==> src/rtl/cpu_multicycle.sv <==
// Multi-cycle RV32I-subset core with a single req/ready memory port.
// Each instruction walks FETCH -> DECODE -> EXEC -> (MEM) -> (WB). Any
// bus phase may be stretched by the memory holding mem_ready low.
module cpu_multicycle #(
    parameter int              XLEN     = 32,
    parameter int              NREGS    = 32,
    parameter logic [XLEN-1:0] RESET_PC = '0
) (
    input  logic            clk,
    input  logic            rst,
    output logic            mem_req,
    output logic            mem_we,
    output logic [XLEN-1:0] mem_addr,
    output logic [XLEN-1:0] mem_wdata,
    input  logic [XLEN-1:0] mem_rdata,
    input  logic            mem_ready,
    output logic            halt,
    output logic [XLEN-1:0] pc_out
);
    localparam int RIDX = $clog2(NREGS);
    localparam int SHW  = $clog2(XLEN);

    localparam logic [6:0] OPC_OP     = 7'b0110011;
    localparam logic [6:0] OPC_OPIMM  = 7'b0010011;
    localparam logic [6:0] OPC_LOAD   = 7'b0000011;
    localparam logic [6:0] OPC_STORE  = 7'b0100011;
    localparam logic [6:0] OPC_BRANCH = 7'b1100011;

    typedef enum logic [2:0] {
        S_FETCH, S_DECODE, S_EXEC, S_MEM, S_WB, S_HALT
    } state_t;

    state_t            state_reg, state_next;
    logic [XLEN-1:0]   pc_reg;
    logic [31:0]       ir_reg;
    logic [XLEN-1:0]   a_reg, b_reg, imm_reg, alu_reg, mdr_reg;
    logic [XLEN-1:0]   regs [NREGS];

    // Instruction fields; the instruction register is stable after FETCH.
    logic [6:0]      opcode, funct7;
    logic [2:0]      funct3;
    logic [4:0]      rd_field;
    logic [RIDX-1:0] rs1_idx, rs2_idx, rd_idx;
    logic            is_op, is_opimm, is_lw, is_sw, is_br;
    logic            legal, rd_bad, illegal;
    logic [XLEN-1:0] imm_i, imm_s, imm_b;

    assign opcode   = ir_reg[6:0];
    assign funct3   = ir_reg[14:12];
    assign funct7   = ir_reg[31:25];
    assign rd_field = ir_reg[11:7];
    assign rs1_idx  = ir_reg[15 +: RIDX];
    assign rs2_idx  = ir_reg[20 +: RIDX];
    assign rd_idx   = ir_reg[7 +: RIDX];
    assign is_op    = (opcode == OPC_OP);
    assign is_opimm = (opcode == OPC_OPIMM);
    assign is_lw    = (opcode == OPC_LOAD);
    assign is_sw    = (opcode == OPC_STORE);
    assign is_br    = (opcode == OPC_BRANCH);
    assign imm_i    = {{(XLEN-12){ir_reg[31]}}, ir_reg[31:20]};
    assign imm_s    = {{(XLEN-12){ir_reg[31]}}, ir_reg[31:25], ir_reg[11:7]};
    assign imm_b    = {{(XLEN-13){ir_reg[31]}}, ir_reg[31], ir_reg[7],
                       ir_reg[30:25], ir_reg[11:8], 1'b0};

    // Legality: opcode plus the funct3/funct7 combinations this core implements.
    always_comb begin
        legal = 1'b0;
        if (is_op) begin
            if (funct3 == 3'b000 || funct3 == 3'b101)
                legal = (funct7 == 7'h00) || (funct7 == 7'h20);
            else
                legal = (funct7 == 7'h00) && (funct3 != 3'b011);
        end else if (is_opimm) begin
            legal = (funct3 == 3'b000) || (funct3 == 3'b111) || (funct3 == 3'b110) ||
                    (funct3 == 3'b100) || (funct3 == 3'b010);
        end else if (is_lw || is_sw) begin
            legal = (funct3 == 3'b010);
        end else if (is_br) begin
            legal = (funct3 == 3'b000) || (funct3 == 3'b001);
        end
    end

    // A destination beyond the implemented register file stops the core.
    assign rd_bad  = (is_op || is_opimm || is_lw) && ({27'd0, rd_field} >= 32'(NREGS));
    assign illegal = !legal || rd_bad;

    // ALU and branch comparison, evaluated in EXEC from the latched operands.
    logic [XLEN-1:0] op2, alu_res;
    logic [SHW-1:0]  shamt;
    logic            taken;
    assign op2   = is_op ? b_reg : imm_reg;
    assign shamt = op2[SHW-1:0];
    assign taken = (funct3 == 3'b000) ? (a_reg == b_reg) : (a_reg != b_reg);

    always_comb begin
        alu_res = a_reg + op2;
        if (is_op || is_opimm) begin
            case (funct3)
                3'b000:  alu_res = (is_op && funct7[5]) ? (a_reg - op2) : (a_reg + op2);
                3'b111:  alu_res = a_reg & op2;
                3'b110:  alu_res = a_reg | op2;
                3'b100:  alu_res = a_reg ^ op2;
                3'b010:  alu_res = {{(XLEN-1){1'b0}}, ($signed(a_reg) < $signed(op2))};
                3'b001:  alu_res = a_reg << shamt;
                3'b101:  alu_res = funct7[5] ? XLEN'($signed(a_reg) >>> shamt)
                                             : (a_reg >> shamt);
                default: alu_res = a_reg + op2;
            endcase
        end
    end

    // State register.
    always_ff @(posedge clk) begin
        if (rst) state_reg <= S_FETCH;
        else     state_reg <= state_next;
    end

    // Next-state sequencing.
    always_comb begin
        state_next = state_reg;
        case (state_reg)
            S_FETCH:  if (mem_ready) state_next = S_DECODE;
            S_DECODE: state_next = illegal ? S_HALT : S_EXEC;
            S_EXEC:   state_next = is_br ? S_FETCH : ((is_lw || is_sw) ? S_MEM : S_WB);
            S_MEM:    if (mem_ready) state_next = is_lw ? S_WB : S_FETCH;
            S_WB:     state_next = S_FETCH;
            default:  state_next = S_HALT;
        endcase
    end

    // Bus and status outputs; reset suppresses any request in the same cycle.
    always_comb begin
        mem_req   = !rst && (state_reg == S_FETCH || state_reg == S_MEM);
        mem_we    = !rst && (state_reg == S_MEM) && is_sw;
        mem_addr  = (state_reg == S_MEM) ? {alu_reg[XLEN-1:2], 2'b00} : pc_reg;
        mem_wdata = b_reg;
        halt      = (state_reg == S_HALT);
        pc_out    = pc_reg;
    end

    // Datapath registers and register file, updated per FSM phase.
    always_ff @(posedge clk) begin
        if (rst) begin
            pc_reg  <= RESET_PC;
            ir_reg  <= '0;
            a_reg   <= '0;
            b_reg   <= '0;
            imm_reg <= '0;
            alu_reg <= '0;
            mdr_reg <= '0;
            for (int i = 0; i < NREGS; i++) regs[i] <= '0;
        end else begin
            case (state_reg)
                S_FETCH: if (mem_ready) ir_reg <= 32'(mem_rdata);
                S_DECODE: begin
                    a_reg   <= regs[rs1_idx];
                    b_reg   <= regs[rs2_idx];
                    imm_reg <= is_sw ? imm_s : (is_br ? imm_b : imm_i);
                end
                S_EXEC: begin
                    alu_reg <= alu_res;
                    if (is_br) pc_reg <= taken ? (pc_reg + imm_reg) : (pc_reg + XLEN'(4));
                end
                S_MEM: begin
                    if (mem_ready && is_lw) mdr_reg <= mem_rdata;
                    if (mem_ready && is_sw) pc_reg <= pc_reg + XLEN'(4);
                end
                S_WB: begin
                    if (rd_idx != '0) regs[rd_idx] <= is_lw ? mdr_reg : alu_reg;
                    pc_reg <= pc_reg + XLEN'(4);
                end
                default: ;
            endcase
        end
    end
endmodule

==> config.mk <==
export PLATFORM = sky130hd
export DESIGN_NAME = cpu_multicycle
export DESIGN_NICKNAME = d
export VERILOG_FILES = /design/src/rtl/cpu_multicycle.sv
export SDC_FILE = /design/constraint.sdc
export NUM_CORES = 2
export LEC_CHECK = 0
export CAP_MARGIN = 10
export CORE_MARGIN = 2
export CORE_UTILIZATION = 40
export DETAILED_ROUTE_END_ITERATION = 8
export GPL_TIMING_DRIVEN = 0
export HOLD_SLACK_MARGIN = 0.02
export PLACE_DENSITY = 0.64
export SLEW_MARGIN = 25
export SYNTH_ARGS = -nofsm -noshare
export SYNTH_HDL_FRONTEND = slang
export SYNTH_SLANG_ARGS = --single-unit
==> constraint.sdc <==
create_clock -name clk -period 10 [get_ports clk]
set_clock_uncertainty 0.15 [all_clocks]
set_input_delay 1.5 -clock clk [delete_from_list [all_inputs] [get_ports clk]]
set_output_delay 1.5 -clock clk [all_outputs]
set_load 0.01 [all_outputs]
==> flow_summary.toml <==
[yosys]
ys_ff_latch = 1232
synth_area_um2 = 72900
avgSynthCellArea_um2 = 11.9
synth_top_area_frac = 0.422
synth_edf_count = 1024
syn_inst = 6151
async_flop_share = 0
synth_top_area_cell = "edfxtp_1"
yosysWarnings = 0
synth_common_cells = "1,248 x nor2_1, 1,024 x edfxtp_1, 660 x mux4_2, 474 x clkbuf_1, 454 x nand2_1"
ys.flop_type = "edfxtp_1"
yosysSeqAreaShare = 0.479
yosysUniqueCellTypes = 110
synth.top_cells.by_area = "edfxtp_1 42%, mux4_2 20%, nor2_1 6.4%, dfxtp_1 5.7%, clkbuf_1 2.4%"
synth_most_common_cell = "nor2_1"

[routing]
viasPerCell = 6.46
firstDrtPassIters = 6
vias = 58000
drc = 0
drtIter0Drc = 8651
wl_per_cell_um = 34.7
ant_nets = 0
routed_wl_um = 311000

[power_and_ir_drop]
power_mw = 13.7
power_density_nw_per_um2 = 165
power.leakage_nw = 26.7
vdd_drop_max_uv = 187

[worst_setup_path]
crit_fanout = 10
reg2reg_slack_ns = 2.41
startpoint_type = "register"
end_kind = "register"
crit_arrival_ns = 8.11
crit_type = "register to register"
cp_data_required_time_ns = 10.52

[global_route]
grt_overflow = 0
grt_max_degree = 33
grt_pass1_wl_um = 431000
antenna_found_initial = 7
grt_pass1_vias = 57400
groute.usage.overall = 0.329

[run]
cap_violations = 0

[outcome]
status = "finished clean"

[place]
gp_congestion = 1.05
dp_slack_ns = 2.53
hpwl_um = 254000
numPortBuffers = 132

[floorplanning]
rows = 156
core_area_um2 = 181000
die_h_um = 431
die_area_um2 = 186000
pin_count = 134
initial_utilization = 0.403
die_x_um = 431

[layout]
largest_reg_flops = 1024
seq_area_um2 = 34900
syn2layout_area_growth_pct = 13.5
nNetsFinal = 6643
largest-register = "regs"
multiInputGateArea_um2 = 35500
fillCellCount = 16500
layout-drive-gt1-share = 0.172

[clocking]
postCtsSetupBuffers = 0
cts_root_buf = "clkbuf_16"
path_clk_slew_ns = 0.06
cts_resized = 0
cts_buffer_depth = 3
cts_tree = "done"
h-tree-depth = 4
numCtsBuffers = 137
hold_buffers = 0
clock_sinks = 1232
worstSkewPairLatency_ns = 0.80

[sta]
min_period_over_period = 0.759
hold_viol = 0
fmax_ghz = 0.132
fin_setup_tns_ns = 0
maxSlewViolCount = 0
relSlewSlack = 0.192
period_needed_ns = 7.59
worst_slack_ns = 2.41
tightest_slew_ns = 1.21
rsz0062_at_grt = "no"
finalSetupViolCount = 0

[worst_hold_path]
hold_path.class = "register to register"
## path summary, 6_finish.rpt
path                                    end  depth (start not counted)  startpoint
worst min-delay path             mdr_reg[8]                          2  mdr_reg[8]
worst max register to register  alu_reg[30]                         21   ir_reg[6]
worst max-delay path            alu_reg[30]                         21   ir_reg[6]
worst min register to register   mdr_reg[8]                          2  mdr_reg[8]
## routing by layer
layer	track usage	wire length (um)	up-vias
met3	0.0657	32600	858
li1	-	-	24000
met5	0	41	-
met4	0.219	24800	6
met2	0.526	143000	3747
met1	0.407	110000	29300
## power by group
part | internal [mW] | switching, mW
combinational | 0.904 | 1.60
clock | 2.99 | 2.26
sequential | 5.73 | 0.195
## layout make-up
cell class,count,area share
tap,2370,0.0358
multi-input combinational,4231,0.428
inverter,118,0.00538
antenna,7,0.000212
sequential,1232,0.422
buffer,601,0.0301
timing repair buffer,163,0.0224
clock buffer,171,0.0440
clock inverter,80,0.0122
## stage by stage
stage	utilization	hold WS [ns]	cells	cell area, um2
after floorplan	-	0.286	6182	73000
after global placement	0.427	0.301	8684	77300
after detailed placement	0.432	0.304	8715	78100
after CTS	0.457	0.315	8966	82700
after global routing	0.457	0.343	8966	82800
final	0.458	0.314	8973	82800
## placed cells by master, fill, tap and decap left out, types with 37 or more instances in the layout
cell type        instances
a31oi_1                 37
a21oi_1                285
clkbuf_1               480
dfxtp_1                207
nor4_1                  37
nor2_1                1246
xor2_1                  47
xnor2_1                 54
buf_1                   48
inv_1                  112
nand3_1                 77
mux2i_1                147
ha_1                   122
clkdlybuf4s50_1        132
nand2_1                423
edfxtp_1              1024
nand2b_1                37
buf_2                   57
mux2_2                  37
a211oi_1               149
nor3_1                  75
o21ai_0                169
mux4_2                 660
clkbuf_16              139
o211ai_1                38
a21o_1                  60
## cell families after synthesis
family,after synthesis,synth area share
AOI/OAI and AO/OA,1022,0.0936
xor gates and xnor gates,101,0.0121
adders and majority gates,124,0.0215
buffers and inverters,719,0.0395
DFF,1232,0.479
muxes,862,0.234
other,1,0.0000514
and+or+nand+nor,2090,0.121
## worst max-delay path, stage by stage, from the launching register on
cell       delay [ns]
dfxtp_1          0.32
buf_6            0.15
and3b_1          0.20
buf_6            0.14
nand2_2          0.16
mux2i_4          0.61
clkinv_1         0.60
clkbuf_1         0.45
buf_2            0.35
buf_1            0.43
ha_1             0.34
clkbuf_1         0.20
o211ai_1         0.20
a21oi_1          0.12
o211ai_1         0.40
a31oi_1          0.30
a2111oi_1        0.86
o41ai_2          0.32
a221oi_2         0.58
o21ai_0          0.24
a211oi_1         0.25
a21oi_1          0.06
No activity file was read; power rests on OpenSTA's default activity.
